--- src/rtl/vanilla_int_scoreboard.sv ---
// vanilla_int_scoreboard
//   Pending-writeback tracker for integer registers written by long-latency
//   operations (remote loads, idiv, AMO). It sits in ID right after the
//   decoder and raises dependency_o when the instruction in ID would read
//   (RAW) or overwrite (WAW) a register whose result is still outstanding.
//
// Ports
//   clk_i          core clock
//   reset_i        synchronous, active-high reset
//   src_id_i       packed source ids; slot i at [i*id_w +: id_w] (slot 0 = rs1)
//   op_reads_i     per-slot read qualifiers (bit 0 = read_rs1)
//   dest_id_i      rd of the instruction in ID
//   op_writes_i    write_rd qualifier
//   score_i        long-latency op issues: mark dest_id_i pending
//   clear_i        long-latency writeback this cycle
//   clear_id_i     register being written back
//   dependency_o   RAW/WAW hazard for the instruction in ID (combinational)
//   scoreboard_o   registered pending-bit vector
//   pending_cnt_o  registered number of pending bits
//   empty_o        no pending bits (fence/barrier drain)
module vanilla_int_scoreboard #(
  parameter int els_p     = 32,
  parameter int num_src_p = 2,
  parameter int x0_tied_p = 1,
  localparam int id_w     = $clog2(els_p),
  localparam int cnt_w    = $clog2(els_p + 1)
) (
  input  logic                      clk_i,
  input  logic                      reset_i,
  input  logic [num_src_p*id_w-1:0] src_id_i,
  input  logic [num_src_p-1:0]      op_reads_i,
  input  logic [id_w-1:0]           dest_id_i,
  input  logic                      op_writes_i,
  input  logic                      score_i,
  input  logic                      clear_i,
  input  logic [id_w-1:0]           clear_id_i,
  output logic                      dependency_o,
  output logic [els_p-1:0]          scoreboard_o,
  output logic [cnt_w-1:0]          pending_cnt_o,
  output logic                      empty_o
);

  localparam bit X0_TIED = (x0_tied_p != 0);

  logic [els_p-1:0] r_sb;
  logic [cnt_w-1:0] r_cnt;

  logic [els_p-1:0] w_sb_next;
  logic [els_p-1:0] w_clr_mask;
  logic [els_p-1:0] w_eff;
  logic [cnt_w-1:0] w_cnt_next;
  logic             w_score_eff;
  logic             w_clear_eff;
  logic             w_dep;

  // Scoring x0 is a no-op when it is hardwired to zero; a clear only counts
  // when it actually drops a pending bit.
  assign w_score_eff = score_i & ~(X0_TIED & (dest_id_i == '0));
  assign w_clear_eff = clear_i & r_sb[clear_id_i];

  always_comb begin
    // Clear is applied before score, so clear+score of one id leaves it set.
    w_sb_next = r_sb;
    if (clear_i)     w_sb_next[clear_id_i] = 1'b0;
    if (w_score_eff) w_sb_next[dest_id_i]  = 1'b1;

    w_cnt_next = r_cnt;
    if (w_score_eff && !w_clear_eff)      w_cnt_next = r_cnt + cnt_w'(1);
    else if (!w_score_eff && w_clear_eff) w_cnt_next = r_cnt - cnt_w'(1);
  end

  // Hazard view: a writeback landing this cycle already releases its
  // dependents (zero-bubble bypass). Only ids and score/clear feed state;
  // the read/write qualifiers only reach dependency_o.
  always_comb begin
    w_clr_mask = '0;
    if (clear_i) w_clr_mask[clear_id_i] = 1'b1;
    w_eff = r_sb & ~w_clr_mask;
    if (X0_TIED) w_eff[0] = 1'b0;

    w_dep = op_writes_i & w_eff[dest_id_i];
    for (int i = 0; i < num_src_p; i++) begin
      w_dep = w_dep | (op_reads_i[i] & w_eff[src_id_i[i*id_w +: id_w]]);
    end
  end

  always_ff @(posedge clk_i) begin
    if (reset_i) begin
      r_sb  <= '0;
      r_cnt <= '0;
    end else begin
      r_sb  <= w_sb_next;
      r_cnt <= w_cnt_next;

      // Protocol checks: the pipeline guarantees none of these occur.
      assert (!(w_score_eff && r_sb[dest_id_i] && !(clear_i && (clear_id_i == dest_id_i))))
        else $error("scoreboard: score of already pending register %0d", dest_id_i);
      assert (!(clear_i && !r_sb[clear_id_i] && !(X0_TIED && (clear_id_i == '0))))
        else $error("scoreboard: clear of register %0d that is not pending", clear_id_i);
      assert (!(score_i && (w_dep === 1'b1)))
        else $error("scoreboard: score issued while dependency is raised");
    end
  end

  assign dependency_o  = w_dep;
  assign scoreboard_o  = r_sb;
  assign pending_cnt_o = r_cnt;
  assign empty_o       = (r_cnt == '0);

endmodule
--- config.mk ---
export PLATFORM = sky130hd
export DESIGN_NAME = vanilla_int_scoreboard
export DESIGN_NICKNAME = d
export VERILOG_FILES = /design/src/rtl/vanilla_int_scoreboard.sv
export SDC_FILE = /design/constraint.sdc
export NUM_CORES = 1
export LEC_CHECK = 0
export CAP_MARGIN = 20
export CORE_AREA = 2 2 102 104
export CTS_CLUSTER_DIAMETER = 120
export DETAILED_ROUTE_END_ITERATION = 10
export DIE_AREA = 0 0 104 106
export PLACE_DENSITY_LB_ADDON = 0.25
export SLEW_MARGIN = 20
export SYNTH_ARGS = -nofsm -noshare
export SYNTH_HDL_FRONTEND = slang
export SYNTH_SLANG_ARGS = --single-unit
--- constraint.sdc ---
create_clock -name clk_i -period 3.5 [get_ports clk_i]
set_input_delay 0.7 -clock clk_i [delete_from_list [all_inputs] [get_ports clk_i]]
set_output_delay 0.7 -clock clk_i [all_outputs]
set_load 0.02 [all_outputs]
==> Word-level counts from Yosys, hierarchy flattened <==
Index checks and enable logic that the tools add are counted.
{ "word_totals": {"elab_cells": 49, "out_inout_bits": 40, "input_bits": 27, "regBits": 38} }
{ "classes": {"mux": 17, "n_bitwise": 13, "magnitude_cmp": 6, "reduce_logical": 9, "add_sub_neg": 2} }
{ "ops": {"columns": ["op", "n"], "rows": [
  ["two-way mux 32 bit", 3],
  ["bitwise AND 32 bit", 2],
  ["inverter 32 bit", 2],
  ["bitwise OR 32 bit", 1],
  ["less-than comparator 5 x 6 -> 1 bit (second input constant)", 4],
  ["binary-select mux 1 bit (select 5 bit)", 4],
  ["two-way mux 6 bit", 2],
  ["demux 1 bit (select 5 bit)", 2],
  ["greater-or-equal comparator 5 x 1 -> 1 bit (second input constant)", 2],
  ["adder 6 x 1 -> 6 bit (second input constant)", 1],
  ["zero test 6 bit", 1],
  ["two-way mux 1 bit", 6],
  ["subtractor 6 x 1 -> 6 bit (second input constant)", 1],
  ["bitwise AND 1 bit", 5],
  ["zero test 5 bit", 1],
  ["logical AND 1 bit", 4],
  ["zero test 1 bit", 2],
  ["bitwise OR 1 bit", 2],
  ["nonzero test 2 bit", 1],
  ["inverter 1 bit", 1]
]} }

==> Depth between registers and ports, before layout <==
{ "logic_depth": {"word_depth": 12, "depth_mapped": 15, "ltp_nobuf": 14} }

==> Least setup slack after synthesis <==
OpenSTA, ideal clock, no wires.
{ "synth_timing": {"path_kind": "input-to-reg", "startpoint": "in clear_id_i[0]", "endpoint": "reg r_cnt[5], in the netlist pending_cnt_o[5]", "cell_stages": 15, "path_buffers": 1, "slack_ns": -0.118, "arrival_time_ns": 3.548, "setup_time_ns": 0.070, "cell_sequence": "buf_4 -> mux4_2 -> inv_1 -> o22ai_1 -> o41ai_1 -> ha_1 -> inv_1 -> ha_1 -> a21o_1 -> a21oi_1 -> o21bai_1 -> a21oi_1 -> xnor2_1 -> or3_1 -> a21oi_1"} }
{ "synth_via": {"elab_chain_cells": 6, "word_cells_on_any_way": 8, "classes_between": "mux: 3; bitwise: 1; reduce/logical: 4"} }
{ "synth_lines": {"columns": ["element", "line", "text"], "rows": [
  ["start, declared", "36", "input logic [id_w-1:0] clear_id_i,"],
  ["binary-select mux 1 bit (select 5 bit) (*)", "59", "assign w_clear_eff = clear_i & r_sb[clear_id_i];"],
  ["two-way mux 1 bit (not written as such) (*)", "59", null],
  ["bitwise AND 1 bit (*)", "59", null],
  ["zero test 1 bit", "68", "if (w_score_eff && !w_clear_eff) w_cnt_next = r_cnt + cnt_w'(1);"],
  ["logical AND 1 bit", "68", null],
  ["two-way mux 6 bit or nonzero test 2 bit (tied branches)", null, null],
  ["end signal, assigned", "93", "r_cnt <= w_cnt_next;"],
  ["end, declared", "46", "logic [cnt_w-1:0] r_cnt;"]
]} }
Mark *: on every way between the ends. The rest lies on a longest branch, timed or not. The select of a mux whose other input is x is not followed.
A chain may end at the register's enable or synchronous reset.

==> Worst setup path after layout <==
{ "layout_timing": {"startpoint": "in src_id_i[6]", "endpoint": "out dependency_o"} }
{ "layout_via": {"elab_chain_cells": 4} }
{ "layout_lines": {"columns": ["element", "line", "text"], "rows": [
  ["start, declared", "30", "input logic [num_src_p*id_w-1:0] src_id_i,"],
  ["binary-select mux 1 bit (select 5 bit)", "83", "w_dep = w_dep | (op_reads_i[i] & w_eff[src_id_i[i*id_w +: id_w]]);"],
  ["two-way mux 1 bit (not written as such)", "83", null],
  ["bitwise AND 1 bit", "83", null],
  ["bitwise OR 1 bit", "83", null],
  ["end, declared", "37", "output logic dependency_o,"]
]} }
No other way between the ends. The select of a mux whose other input is x is not followed.

==> summary.md <==
| Metric | Value |
|---|---|
| Core Rows | 37 |
| Hold buffer count at cts | 0 |
| Data required, critical path | 2800 ps |
| Commonest non-fill, non-tap cell in the layout | buf_4 |
| Total global-route track usage | 21.8% |
| Initial Utilization | 28.9% |
| H-tree Lvls | 2 |
| Insertion delay to the later sink of the worst-skew pair | 300 ps |
| WS Path Type | in -> out |
| Largest net degree at the start of global routing | 39 |
| Post-DP HPWL | 9310 um |
| Static leakage | 1.78 nW |
| Crit Path Max Fanout | 2 |
| Mean Syn Cell Area | roughly 8.2 sq um |
| CTS clock-pin slew for the worst setup and hold paths | 80 ps |
| Layout area overhead | 62.0% |
| Post-synthesis cell count | between 300 and 400 |
| RSZ-0062 raised after global routing | no |
| R2R depth | 14 |
| Critical Path Sink Type | primary output |
| CP arrival | 2650 ps |
| Min-Delay Path Class | reg -> reg |
| Die ar. | 11,000 sq um |
| Crit path largest cell delay | 570 ps |
| Finish-stage setup viols | 0 |
| GP Congestion | 0.965 |
| Largest cells by area after synthesis | dfxtp_1 (26%), mux4_2 (12%), a21oi_1 (7.1%) |
| Synth unique cells | 56 |
| Mapped Area | 2890 sq um |
| Boundary Pins | 67 |
| Crit-path cells | clkdlybuf4s50_1, mux4_2, or3_1, a31oi_1, a41oi_2, nand4_1, buf_6 |
| Max-slew violations | 0 |
| Die Y | around 110 um |
| Global-route wire length before repair | 18,800 um |
| Final WL | 12,000 um |
| Peak Freq | 0.299 GHz |
| Nets | around 550 |
| Outcome | finished, final reports clean |
| Post-synth EDFFs | 0 |
| Yosys top cell by area | dfxtp_1 |
| Fin crit share | 95.7% |
| Post-synthesis sequential area ratio | about a quarter |
| Crit path launch | src_id_i[6] |
| Synth top area share | between 20% and 30% |
| Num CTS Buffers | 5 |
| Most used DFF post-synth | dfxtp_1 |
| DRT Pass-1 Iters | 5 |
| Vias per cell | between 5 and 6 |
| Vias in the first global route | 3,388 |
| Max Cap Viol | 0 |
| CTS Buffer Depth | 2 |
| Initial antenna violation count | 0 |
| Reg-to-reg critical path startpoint | scoreboard_o[23]$_SDFF_PP0_ |
| Number of synthesis warnings | 0 |
| Startpoint types | input pin |
| Total power | 1.21 mW |
| Buffers added on ports | 66 |
| Post-DRT Antenna Nets | 0 |
| Remaining Overflow, GRT | 0 |
| Syn Nets | between 300 and 400 |
| Rel. slew slack | around 40% |
| Min cycle time layout | 3350 ps |
| Hold Fails Final Rpt | 0 |
| Hold depth | 1 |
| Pwr Density | 258 nW/um^2 |
| Hold_sp | scoreboard_o[0]$_SDFF_PP0_ |
| CTS root buffer | clkbuf_8 |
| Area after DPL | ~4400 sq um |
| Finished Cell Area | 4680 sq um |
| Placeable Area | 10000 sq um |
| Skew final | 5.85 ps |
| DRC | 0 |
| Worst-margin pin slew | around 900 ps |
| Initial drt markers | 201 |
| Clock sinks | 38 |
| DR vias | 3,518 |
| Crit-path slowest cell | clkdlybuf4s50_1 |
| Synth Register Bits | 38 |
| CTS tree | done |
| Fraction of registers with async set/reset | 0% |
| Share of cells above drive strength 1 | 34.9% |
| Number of diodes | 0 |
| Die width | 104 um |
| Maximum vdd drop | roughly 0.18 mV |
| Most frequent cells in the layout | buf_4 (106), clkdlybuf4s50_1 (59), nand2_1 (43) |
| WL/cell | 18.5 um |
what timing repair did:
| action | CTS | global route |
|---|---|---|
| pin swaps | 6 | 13 |
| gates resized for setup | 28 | 29 |
| gates cloned | 1 | 0 |
| setup buffers | 0 | 4 |
| endpoints found under the setup margin | 5 | 3 |
per-layer routing:
| layer | up-vias | wire [um] | GRT usage (%) |
|---|---|---|---|
| met5 | - | 0 | 0 |
| met4 | 0 | 252 | 7.43 |
| met3 | 19 | 945 | 4.29 |
| met2 | 166 | 5460 | 34.1 |
| met1 | 1687 | 5340 | 30.1 |
| li1 | 1646 | - | - |
cells by family (layout without fill, tap and decap cells):
family / after synthesis / in the layout / share of synthesized area (%)
AO/OA/AOI/OAI: 124 / 124 / 26.9
XOR/XNOR: 5 / 5 / 1.52
adder cells (fa/ha/maj): 6 / 6 / 2.86
buffers and inverters: 42 / 201 / 5.98
flip-flops: 38 / 38 / 26.3
multiplexers: 30 / 30 / 17.1
AND/OR/NAND/NOR: 109 / 109 / 19.4
layout make-up:
cell class | count | area, sq um
fillers | 1020 | 5320
multi-input cells | 274 | 2080
repair buffers | 175 | 1510
flip-flops and latches | 38 | 761
well taps | 136 | 170
clock buffers | 7 | 86.3
inverters | 18 | 67.6
clock inverters | 1 | 5.00
per-stage QoR:
stage          TNS (ps)  utilization, %  hold slack [ps]  instances  setup WS [ps]
2_1_floorplan         0               -              564        354           11.3
3_3_place_gp      -3000            44.3              502        637           -668
3_5_place_dp      -3290            44.3              496        637           -748
4_1_cts            -101            45.9              514        646          -86.9
5_1_grt               0            46.8              530        649           7.46
6_report              0            46.8              506        649            150
registers in the layout, summed over array words and instances (netlist names):
name	flops
scoreboard_o	32
pending_cnt_o	6
where the power goes:
group | switching [mW] | internal [mW]
sequential | 0.0211 | 0.447
combinational | 0.200 | 0.211
clock | 0.171 | 0.159
worst max-delay path: cells and delay by family:
family / cells / cell delay, ps
AO/OA/AOI/OAI: 2 / 240
AND/OR/NAND/NOR: 2 / 450
multiplexers: 1 / 560
buffers and inverters: 2 / 690
final timing paths:
check                                  end  slack (ps)
max                           dependency_o         150
min             scoreboard_o[0]$_SDFF_PP0_         510
max reg2reg  pending_cnt_o[5]$_SDFFE_PP0P_         430
min reg2reg     scoreboard_o[0]$_SDFF_PP0_         510
synth_stat cells, types with 3 or more instances:
cell type  instances
buf_2              3
mux2_2             4
nand4_1            3
o21ai_0           12
o2111ai_1          6
dfxtp_1           38
a211oi_1           3
and3b_1            3
nand2_1           43
nand3b_2           4
clkbuf_1          17
nor2b_1            3
xnor2_1            3
inv_1             17
nor2_1            20
or3_1              3
nand3_1            5
ha_1               5
o21ai_1           21
o211ai_1          12
nor3_1             8
mux2i_1           11
and3_1             3
mux4_2            15
o22ai_1            7
a21oi_1           41
nor3b_1            5
(Power assumes the default switching activity.)
